`config.mk`:
```
export PLATFORM = sky130hd
export DESIGN_NAME = ll_monitor
export DESIGN_NICKNAME = d
export VERILOG_FILES = /design/src/rtl/ll_monitor.sv
export SDC_FILE = /design/constraint.sdc
export NUM_CORES = 1
export LEC_CHECK = 0
export ABC_AREA = 1
export BUFFER_PORTS_ARGS = -buffer_cell sky130_fd_sc_hd__buf_2
export CORE_MARGIN = 1
export CORE_UTILIZATION = 55
export CTS_BUF_LIST = sky130_fd_sc_hd__clkbuf_8
export DETAILED_ROUTE_END_ITERATION = 6
export HOLD_SLACK_MARGIN = 0.15
export PLACE_DENSITY = 0.79
export REMOVE_ABC_BUFFERS = 1
export SYNTH_ARGS = -nofsm -noshare
export SYNTH_HDL_FRONTEND = slang
export SYNTH_SLANG_ARGS = --single-unit
```
`constraint.sdc`:
```
create_clock -name clk -period 4 [get_ports clk]
set_clock_uncertainty 0.15 [all_clocks]
set_input_delay 0.2 -clock clk [delete_from_list [all_inputs] [get_ports clk]]
set_output_delay 0.2 -clock clk [all_outputs]
set_load 0.03 [all_outputs]
```
`src/rtl/ll_monitor.sv`:
```
// -----------------------------------------------------------------------------
// ll_monitor
//
// Multi-channel load-linked / store-conditional reservation monitor. Holds one
// link (valid bit plus linked address) for each hardware channel. An LL commit
// sets a link at writeback. An SC queries its link in MEM and consumes it.
// Links are also dropped by an exception flush, by a conflicting store (snoop),
// by a successful SC from another channel to the same granule and, in the
// timeout build, by link expiry.
//
// Build option:
//   LL_TIMEOUT_EN  when defined, every channel carries an age counter. A link
//                  set at edge N is dropped at edge N+TIMEOUT unless a new LL
//                  refreshes it first. When undefined, a link lasts until the
//                  next LL, SC, snoop, flush or reset.
//
// Parameters:
//   ADDR_W    physical address width
//   CH        number of channels (>= 1)
//   CH_W      channel index width
//   GRAN_LSB  address bits below this index are ignored when matching
//             (reservation granule = 2^GRAN_LSB bytes)
//   TIMEOUT   link lifetime in cycles (>= 2), used only with LL_TIMEOUT_EN
//
// Ports:
//   clk         clock, rising edge
//   rst         synchronous reset, active low
//   flush       exception/ERET flush; clears every link, overrides all requests
//   ll_we       LL commit
//   ll_ch       channel of the LL
//   ll_addr     LL address
//   sc_req      SC query; consumes the link of sc_ch whatever the outcome
//   sc_ch       channel of the SC
//   sc_addr     SC address
//   sc_ok       combinational SC success, computed from the pre-edge state
//   snoop_we    a store from any source is committing
//   snoop_addr  address of that store
//   rd_ch       channel select for the LLAddr read-back
//   lladdr_o    combinational linked address of rd_ch (returned even when the
//               link is invalid; 0 for an out-of-range channel)
//   llbit_o     registered per-channel link valid bits
//
// Interface semantics: there is no valid/ready handshake. Every request input
// is a single-cycle strobe qualified only by its own enable (ll_we, sc_req,
// snoop_we, flush) and is always accepted in the cycle it is presented. A
// channel index at or above CH matches no channel, so the request is ignored.
// -----------------------------------------------------------------------------
module ll_monitor #(
  parameter int ADDR_W   = 32,
  parameter int CH       = 2,
  parameter int CH_W     = (CH > 1) ? $clog2(CH) : 1,
  parameter int GRAN_LSB = 2,
  parameter int TIMEOUT  = 1024
) (
  input  logic              clk,
  input  logic              rst,
  input  logic              flush,
  input  logic              ll_we,
  input  logic [CH_W-1:0]   ll_ch,
  input  logic [ADDR_W-1:0] ll_addr,
  input  logic              sc_req,
  input  logic [CH_W-1:0]   sc_ch,
  input  logic [ADDR_W-1:0] sc_addr,
  output logic              sc_ok,
  input  logic              snoop_we,
  input  logic [ADDR_W-1:0] snoop_addr,
  input  logic [CH_W-1:0]   rd_ch,
  output logic [ADDR_W-1:0] lladdr_o,
  output logic [CH-1:0]     llbit_o
);

  // Elaboration-time parameter sanity checks.
  generate
    if (CH < 1) begin : g_bad_ch
      $error("ll_monitor: CH must be at least 1");
    end
    if (TIMEOUT < 2) begin : g_bad_timeout
      $error("ll_monitor: TIMEOUT must be at least 2");
    end
  endgenerate

  // Granule mask: ones on the address bits that take part in matching.
  localparam logic [ADDR_W-1:0] GRAN_MASK = {ADDR_W{1'b1}} << GRAN_LSB;

  // Two addresses fall in the same reservation granule when they agree on
  // every bit above GRAN_LSB.
  function automatic logic granule_match(input logic [ADDR_W-1:0] a,
                                         input logic [ADDR_W-1:0] b);
    return ((a ^ b) & GRAN_MASK) == '0;
  endfunction

  // ---------------------------------------------------------------------------
  // Link state
  // ---------------------------------------------------------------------------
  logic [CH-1:0]     valid_q;
  logic [ADDR_W-1:0] addr_q [CH];

`ifdef LL_TIMEOUT_EN
  localparam int CNT_W = $clog2(TIMEOUT);
  localparam logic [CNT_W-1:0] CNT_LAST = CNT_W'(TIMEOUT - 1);
  logic [CNT_W-1:0]  cnt_q [CH];
`endif

  // ---------------------------------------------------------------------------
  // Channel selection for the SC query and the LLAddr read-back. Looping over
  // the real channels means an out-of-range index selects nothing, which gives
  // sc_ok = 0 and lladdr_o = 0 without a separate range check.
  // ---------------------------------------------------------------------------
  logic              sc_valid;
  logic [ADDR_W-1:0] sc_link_addr;
  logic [ADDR_W-1:0] rd_addr;

  always_comb begin
    sc_valid     = 1'b0;
    sc_link_addr = '0;
    rd_addr      = '0;
    for (int c = 0; c < CH; c++) begin
      if (sc_ch == CH_W'(c)) begin
        sc_valid     = valid_q[c];
        sc_link_addr = addr_q[c];
      end
      if (rd_ch == CH_W'(c)) begin
        rd_addr = addr_q[c];
      end
    end
  end

  // A same-cycle flush wins over the SC, so it can never report success.
  assign sc_ok    = sc_req & ~flush & sc_valid & granule_match(sc_link_addr, sc_addr);
  assign lladdr_o = rd_addr;
  assign llbit_o  = valid_q;

  // ---------------------------------------------------------------------------
  // Kill detection. A committing store to a linked granule breaks that link.
  // A successful SC is itself a store, so it breaks the matching links of the
  // other channels too. Its own link is consumed by the SC rule anyway.
  // ---------------------------------------------------------------------------
  logic [CH-1:0] kill;

  always_comb begin
    kill = '0;
    for (int c = 0; c < CH; c++) begin
      kill[c] = (snoop_we & granule_match(addr_q[c], snoop_addr)) |
                (sc_ok    & granule_match(addr_q[c], sc_addr));
    end
  end

  // ---------------------------------------------------------------------------
  // Next-state update. Priority, highest first: reset, flush, LL on this
  // channel, SC on this channel, kill, timeout. An LL therefore beats a
  // same-cycle snoop or SC kill on its own channel, and the new link survives.
  // The linked address changes only on LL or reset, so the LLAddr read-back
  // keeps returning it after the link is dropped.
  // ---------------------------------------------------------------------------
  always_ff @(posedge clk) begin
    if (!rst) begin
      valid_q <= '0;
      for (int c = 0; c < CH; c++) begin
        addr_q[c] <= '0;
`ifdef LL_TIMEOUT_EN
        cnt_q[c]  <= '0;
`endif
      end
    end else if (flush) begin
      valid_q <= '0;
    end else begin
      for (int c = 0; c < CH; c++) begin
        if (ll_we && (ll_ch == CH_W'(c))) begin
          valid_q[c] <= 1'b1;
          addr_q[c]  <= ll_addr;
`ifdef LL_TIMEOUT_EN
          cnt_q[c]   <= '0;
`endif
        end else if (sc_req && (sc_ch == CH_W'(c))) begin
          valid_q[c] <= 1'b0;
        end else if (kill[c]) begin
          valid_q[c] <= 1'b0;
`ifdef LL_TIMEOUT_EN
        end else if (valid_q[c]) begin
          // The counter holds the number of edges since the LL. The link is
          // dropped at the edge where it would reach TIMEOUT, so the counter
          // never passes TIMEOUT-1 and never wraps while the link is live.
          if (cnt_q[c] == CNT_LAST) begin
            valid_q[c] <= 1'b0;
          end else begin
            cnt_q[c] <= cnt_q[c] + CNT_W'(1);
          end
`endif
        end
      end
    end
  end

endmodule

```
==> results of run 1 <==
layout make-up:
type                            instances  area (µm²)
Clock inverter                          7        93.8
Inverter                              129         492
Sequential cell                        66        1960
Timing Repair Buffer                  175        1070
Tap cell                              133         166
Fill cell                             852        2890
Multi-Input combinational cell        608        2970
Clock buffer                            9         124
synthesized netlist by cell type, types with 10 or more instances:
library cell / instances
clkbuf_1: 10
inv_1: 128
nand3_1: 42
nor2_1: 116
nand2_1: 258
nand4_1: 13
o21ai_0: 44
xnor2_1: 34
xor2_1: 38
o22ai_1: 19
a21oi_1: 10
edfxtp_1: 64
how the worst min path moves through the flow:
stage / endpoint / slack [ps] / cells after the start
after floorplan: llbit_o[0] / 200 / 2
after global placement: llbit_o[1] / 340 / 3
after detailed placement: llbit_o[1] / 330 / 3
after CTS: llbit_o[1] / 180 / 6
after global routing: llbit_o[1] / 270 / 6
final: llbit_o[1] / 180 / 6
metrics by stage:
step	area, µm²	hold WS, ps
finish	6880	181
floorplan	5420	196
detailed placement	6290	333
global placement	6290	336
global route	6880	266
CTS	6880	178
power by group through the flow:
stage,combinational [W],sequential [W],clock (W)
2_1_floorplan,0.000376,0.000882,0
3_3_place_gp,0.000574,0.000904,0
3_5_place_dp,0.000580,0.000904,0
4_1_cts,0.000610,0.000889,0.000647
5_1_grt,0.000683,0.000898,0.000672
6_report,0.000616,0.000892,0.000646
per-layer routing:
metal | GRT usage [%] | vias up | routed length [µm]
met4 | 13.1 | 0 | 552
met5 | 0 | - | 0
met2 | 55.4 | 282 | 7990
li1 | - | 2926 | -
met3 | 5.40 | 47 | 1440
met1 | 44.3 | 2633 | 7060
worst min-delay path, cell delays in order:
cell and delay [ps]:
buf_2 80, inv_1 50, o211ai_1 170, nor2_1 50
nand2_1 60, nand2_1 40
timing repair:
action                    CTS  global route
resized for setup           0             0
hold endpoints to repair   66             0
hold buffers               37             0
registers in the layout (all words and copies together) (netlist names):
register  cells
llbit_o       2
addr_q       64
kinds of logic after synthesis:
| group | after synthesis | synth area share (%) |
|---|---|---|
| AOI/OAI and AO/OA | 80 | 8.05 |
| xor gates and xnor gates | 72 | 11.4 |
| buffers and inverters | 147 | 11.0 |
| DFF | 66 | 35.5 |
| muxes | 3 | 0.611 |
| and+or+nand+nor | 453 | 33.5 |
==> metrics.md, run 1 <==
| Metric | Value |
|---|---|
| CTS tree | `yes` |
| DP HPWL | `12500 µm` |
| DR pass1 iterations | `6` |
| Clk pwr share | `30.0%` |
| Max rail drop VDD | `0.000194 V` |
| Sw Ratio | `a little over a third` |
| Net count, final | `1094` |
| Number of synthesized flops with an enable pin | `64` |
| # setup viols final | `0` |
| Slowest stage delay, CP | `670 ps` |
| Synth Warn # | `0` |
| Max Freq | `350 MHz` |
| Most used DFF post-synth | `edfxtp_1` |
| Status | `finished, final reports clean` |
| # Max-Cap Violations | `0` |
| Final Hold Fails | `0` |
| Via density | `roughly 5.2` |
| WP buf/inv | `4` |
| Path depth of the worst reg2reg path | `13` |
| Worst setup EP type | `output pin` |
| GPL Wtd Cong | `around 1` |
| CTS Buf Count | `9` |
| Layout cells sized above 1 | `16.7%` |
| HP Class | `in -> reg` |
| Core box area | `between 0.009 and 0.01 mm²` |
| Most common cell after layout, fill and taps aside | `nand2_1` |
| Root buf cell | `clkbuf_8` |
| Wire per inst | `15.1 µm` |
| Largest net degree at the start of global routing | `62` |
| Post-CTS setup buffers | `0` |
| Die span in y | `102 µm` |
| Row cnt | `36` |
| Worst-margin pin slew | `980 ps` |
| Unrepaired setup endpoints after global routing | `false` |
| Crit start category | `input port` |
| Cell Int Power | `0.00140 W` |
| Layout area overhead | `24.4%` |
| CP startpoint | `sc_ch` |
| Area contributors post-synth | `edfxtp_1 35%, nand2_1 18%, inv_1 8.7%` |
| Die Area | `0.0105 mm²` |
| Clk_lat worst skew | `about 360 ps` |
| Pleak | `roughly 3.5 nW` |
| Most frequent cells in the layout | `258 x nand2_1, 135 x buf_2, 129 x inv_1, 116 x nor2_1, 64 x edfxtp_1` |
| Iteration-0 DRC count of the detailed router | `around 490` |
| R2R Setup Slk | `~1700 ps` |
| Vias in the first global route | `around 5400` |
| Clock Tree Buf Depth | `2` |
| Total wire length | `17000 µm` |
| Crit path required time | `between 3000 and 4000 ps` |
| Worst setup path endpoint | `sc_ok` |
| Post-route setup slack | `1140 ps` |
| Seq/Total Area, Yosys | `35.5%` |
| Post-Synthesis Cell Area | `roughly 0.0055 mm²` |
| Final core occ | `70.4%` |
| Post-Syn Instances | `821` |
| Final min period | `2860 ps` |
| CTS H-tree depth | `3` |
| Synth area leader | `edfxtp_1` |
| Total power | `0.00215 W` |
| Rel. slew slack | `between 30% and 40%` |
| Pre-CTS setup slack | `1240 ps` |
| Starting Density | `56.6%` |
| Net Sw Power | `0.000750 W` |
| Via Count | `5888` |
| Slew Viols, Final | `0` |
| Synth top area share | `about a third` |
| Hold Startpoint | `sc_req` |
| Tcrit/Tclk final | `between 70 and 80%` |
| Ys async rst share | `0%` |
| Die X | `102 µm` |
| Crit path max-delay family | `buffers and inverters` |
| PortBufs | `135` |
| Fin cells | `~1100` |
| Clock-pin slew on the worst setup and hold paths | `approximately 80 ps` |
| Gr ovfl total | `0` |
| Diode count | `0` |
| Crit path DAT | `2510 ps` |
| # IOs | `140` |
| Crit-path slowest cell | `buf_2` |
| Setup TNS | `0 ps` |
| Worst R2R Start | `addr_q[0][41]` |
| Crit path kind | `in -> out` |
| Sequential share of power | `41.4%` |
| GRT Total Usage | `33.6%` |
| DR DRC count | `0` |
| Detail Route Antenna Nets | `0` |
| FF+latch count, synth | `66` |
| Cell Chain, Critical Path | `buf_2, inv_8, nand2_1, nand2_1, nand2_1, nand2_1, inv_1, nand3_1, nor2_1, nand3_1, nor4_1, buf_2` |
| Syn Area/Cell | `6.74 µm²` |
| Worst reg2reg path endpoint | `llbit_o[0]` |
| Critical Path Stages | `12` |
| Netlist cell types | `31` |
| Placed cells | `1074` |
| Cell mode on critical path | `nand2_1` |
| PwrDens | `between 300 and 400 mW/mm²` |
| Antenna violations before repair | `0` |
| Clock sink count | `66` |
| Part of the power in combinational logic | `about 29%` |
| First-pass GRT wire length | `between 20000 and 30000 µm` |
| Maximum fanout along the worst path | `42` |
Power figures use the tool's default switching activity.
==> run 2: changes to the inputs <==
--- a/config.mk
+++ b/config.mk
@@ -5,14 +5,14 @@
 export SDC_FILE = /design/constraint.sdc
 export NUM_CORES = 1
 export LEC_CHECK = 0
-export ABC_AREA = 1
+export ABC_AREA = 0
 export BUFFER_PORTS_ARGS = -buffer_cell sky130_fd_sc_hd__buf_2
 export CORE_MARGIN = 1
-export CORE_UTILIZATION = 55
+export CORE_UTILIZATION = 53
 export CTS_BUF_LIST = sky130_fd_sc_hd__clkbuf_8
 export DETAILED_ROUTE_END_ITERATION = 6
 export HOLD_SLACK_MARGIN = 0.15
-export PLACE_DENSITY = 0.79
+export PLACE_DENSITY = 0.8
 export REMOVE_ABC_BUFFERS = 1
 export SYNTH_ARGS = -nofsm -noshare
 export SYNTH_HDL_FRONTEND = slang
==> constraint.sdc (replaced) <==
create_clock -name clk -period 2.78 [get_ports clk]
set_clock_uncertainty 0.15 [all_clocks]
set_input_delay 0.139 -clock clk [delete_from_list [all_inputs] [get_ports clk]]
set_output_delay 0.139 -clock clk [all_outputs]
set_load 0.03 [all_outputs]
==> metrics.md, run 2 <==
| Metric | Value |
|---|---|
| Status | `finished, final reports clean` |
| Starting Density | `55.7% (-0.90 points)` |
| Most common cell after layout, fill and taps aside | `buf_2` |
| GRT Total Usage | `29.6% (-4.0 points)` |
| Synth top area share | `43.8% (+9.0 points)` |
| # Max-Cap Violations | `0 (unchanged)` |
| Multi-input logic area | `0.00238 mm² (-20%)` |
| Syn Area/Cell | `11.6 µm² (+73%)` |
| Total power | `0.00292 W (+36%)` |
| Most common cell in the synthesized netlist | `xnor2_1` |
| Clock-pin slew on the worst setup and hold paths | `80 ps (about the same)` |
| Post-CTS setup buffers | `0 (unchanged)` |
| Final instance area | `0.00582 mm² (-15%)` |
| R2R Setup Slk | `90 ps (-1580 ps)` |
| Rel. slew slack | `45.7% (+11 points)` |
| Most frequent cells in the layout | `135 x buf_2, 91 x xnor2_1, 64 x edfxtp_1, 38 x dlygate4sd3_1, 34 x xor2_1` |
| Post-Synth Simple-Gate Area | `13.6% (-20 points)` |
| DR DRC count | `0 (unchanged)` |
| Largest family of logic cells by synthesized area | `XOR/XNOR gates` |
| Row cnt | `32 (-11%)` |
| PwrDens | `502 mW/mm² (+60%)` |
| Final Hold Fails | `0 (unchanged)` |
| Die Area | `0.00865 mm² (-17%)` |
| Layout cells sized above 1 | `33.9% (+17 points)` |
| Compound-cell area share of the yosys netlist | `3.56% (-4.5 points)` |
| Ys async rst share | `0% (unchanged)` |
| Maximum fanout along the worst path | `5 (-88%)` |
| Post-Synthesis Cell Area | `0.00439 mm² (-21%)` |
| First-pass GRT wire length | `19000 µm (-27%)` |
| FF+latch count, synth | `66 (unchanged)` |
| CTS tree | `yes` |
| Layout area overhead | `32.5%` |
| Via Count | `3690 (-37%)` |
| Clock sink count | `66 (unchanged)` |
| Number of synthesized flops with an enable pin | `64 (unchanged)` |
| Worst setup path endpoint | `llbit_o[1]` |
| Filler cells | `569 (-33%)` |
| Diode count | `0 (unchanged)` |
| Worst R2R Start | `addr_q[0][38]` |
| Setup TNS | `0 ps (unchanged)` |
| Crit path kind | `reg -> reg` |
| Worst reg2reg path endpoint | `llbit_o[1]` |
| Die X | `93.0 µm (-9.0%)` |
| Pre-CTS setup slack | `284 ps (-952 ps)` |
| Area contributors post-synth | `edfxtp_1 44%, xnor2_1 18%, mux2_2 7.9%` |
| Synth cell count leaders | `91 x xnor2_1, 64 x edfxtp_1, 34 x xor2_1` |
| Slowest stage delay, CP | `580 ps (-90 ps)` |
| PortBufs | `135 (unchanged)` |
| Final min period | `2690 ps` |
| Max reg flops | `64 (unchanged)` |
| Root buf cell | `clkbuf_8` |
| GPL Wtd Cong | `0.928 (-4.6%)` |
| HP Class | `in -> reg` |
| Worst-margin pin slew | `815 ps (-165 ps)` |
| Max Freq | `around 370 MHz` |
| Top reg by flops | `addr_q` |
| DP HPWL | `9330 µm (-26%)` |
| Total wire length | `12800 µm (-25%)` |
| Crit path DAT | `2770 ps (+260 ps)` |
| Gr ovfl total | `0 (unchanged)` |
| Crit path required time | `2860 ps (-790 ps)` |
| Netlist cell types | `36 (+16%)` |
| Largest net degree at the start of global routing | `34 (-45%)` |
| Die span in y | `93.0 µm (-9.0%)` |
| Post-DP Area | `0.00520 mm² (-17%)` |
| Sequential cell area | `0.00196 mm² (unchanged)` |
| Synth area leader | `edfxtp_1` |
| Adder-Cell Fraction of Synth Area | `0% (unchanged)` |
| # setup viols final | `0 (unchanged)` |
| Worst setup EP type | `register` |
| Wire per inst | `19.3 µm (+28%)` |
| Clock Tree Buf Depth | `2 (unchanged)` |
| Crit start category | `register` |
| Iteration-0 DRC count of the detailed router | `240 (-51%)` |
| Synth Area in XOR/XNOR | `24.9% (+14 points)` |
| Path depth of the worst reg2reg path | `7 (-6)` |
| Post-route setup slack | `92.9 ps (-1050 ps)` |
| Crit-path slowest cell | `dlygate4sd3_1` |
| Tcrit/Tclk final | `a little over nine tenths` |
| Net count, final | `663 (-39%)` |
| CTS H-tree depth | `3 (unchanged)` |
| Seq/Total Area, Yosys | `44.7% (+9.2 points)` |
| Core box area | `0.00789 mm² (-19%)` |
| CTS Buf Count | `9 (unchanged)` |
| Via density | `5.55 (+6.2%)` |
| CP startpoint | `addr_q[0][38]` |
| Max rail drop VDD | `0.000350 V (+80%)` |
| Clk_lat worst skew | `350 ps (about the same)` |
| Final core occ | `73.8% (+3.4 points)` |
| Slew Viols, Final | `0 (unchanged)` |
| Most used DFF post-synth | `edfxtp_1` |
| Vias in the first global route | `3695 (-32%)` |
| Detail Route Antenna Nets | `0 (unchanged)` |
| Antenna violations before repair | `0 (unchanged)` |
| DR pass1 iterations | `5 (-1)` |
| Post-synthesis mux area share | `11.6% (+11 points)` |
| Post-Syn Instances | `377 (-54%)` |
| Pleak | `2.28 nW (-34%)` |
| Synth Warn # | `0 (unchanged)` |
| Cell Chain, Critical Path | `nand2b_1, o221ai_1, nor4_1, a31oi_1, nor4_4, a22oi_1, dlygate4sd3_1` |
| # IOs | `140 (unchanged)` |
## run 2: cells by family (layout without fill, tap and decap cells)
group | count (synthesis) | after routing
multiplexers | 47 | 47
AO/OA/AOI/OAI | 22 | 22
flip-flops | 66 | 66
XOR/XNOR | 125 | 125
buffers and inverters | 16 | 202
AND/OR/NAND/NOR | 101 | 101
## run 2: worst max-delay path: cells and delay by family, from the launching register on
family,cells,cell delay (ps)
compound gates,3,460
simple gates,3,910
flops,1,450
buf+inv,1,580
## run 2: power breakdown
part	leakage [nW]	internal [W]	switching, W
Combinational	1.53	0.000345	0.000400
Clock	0.109	0.000505	0.000400
Sequential	0.641	0.00118	0.0000959
Total	2.28	0.00203	0.000896
## run 2: routing by layer
| metal | share of wire [%] | GRT usage, % |
|---|---|---|
| met5 | 0 | 0 |
| met4 | 2.7 | 12.6 |
| met3 | 6.0 | 4.15 |
| met2 | 49 | 49.6 |
| met1 | 42 | 38.4 |
## run 2: final cells by class
type,count,area share [%]
Clock buffer,9,2.13
Clock inverter,7,1.59
Inverter,6,0.387
Multi-Input combinational cell,295,40.9
Sequential cell,66,33.7
Tap cell,102,2.19
Timing Repair Buffer,180,19.0
## run 2: what timing repair did
item | in CTS | in global routing
setup endpoints to repair | 0 | 3
gates resized for setup | 0 | 3
hold buffers | 38 | 0
hold endpoints to repair | 66 | 0
## run 2: how the worst min path moves through the flow
stage,startpoint,endpoint,slack [ps],cells past startpoint
after floorplan,flush,llbit_o[0],170,3
after global placement,ll_addr[26],addr_q[0][26],280,2
after detailed placement,ll_addr[30],addr_q[0][30],290,2
after CTS,rst,addr_q[0][51],210,3
after global routing,rst,addr_q[0][51],250,3
final,rst,addr_q[0][51],220,3
## run 2: metrics by stage
stage	std cells	hold slack, ps
finish	665	217
floorplan	367	173
global route	665	245
detailed placement	611	292
CTS	665	207
global placement	611	284
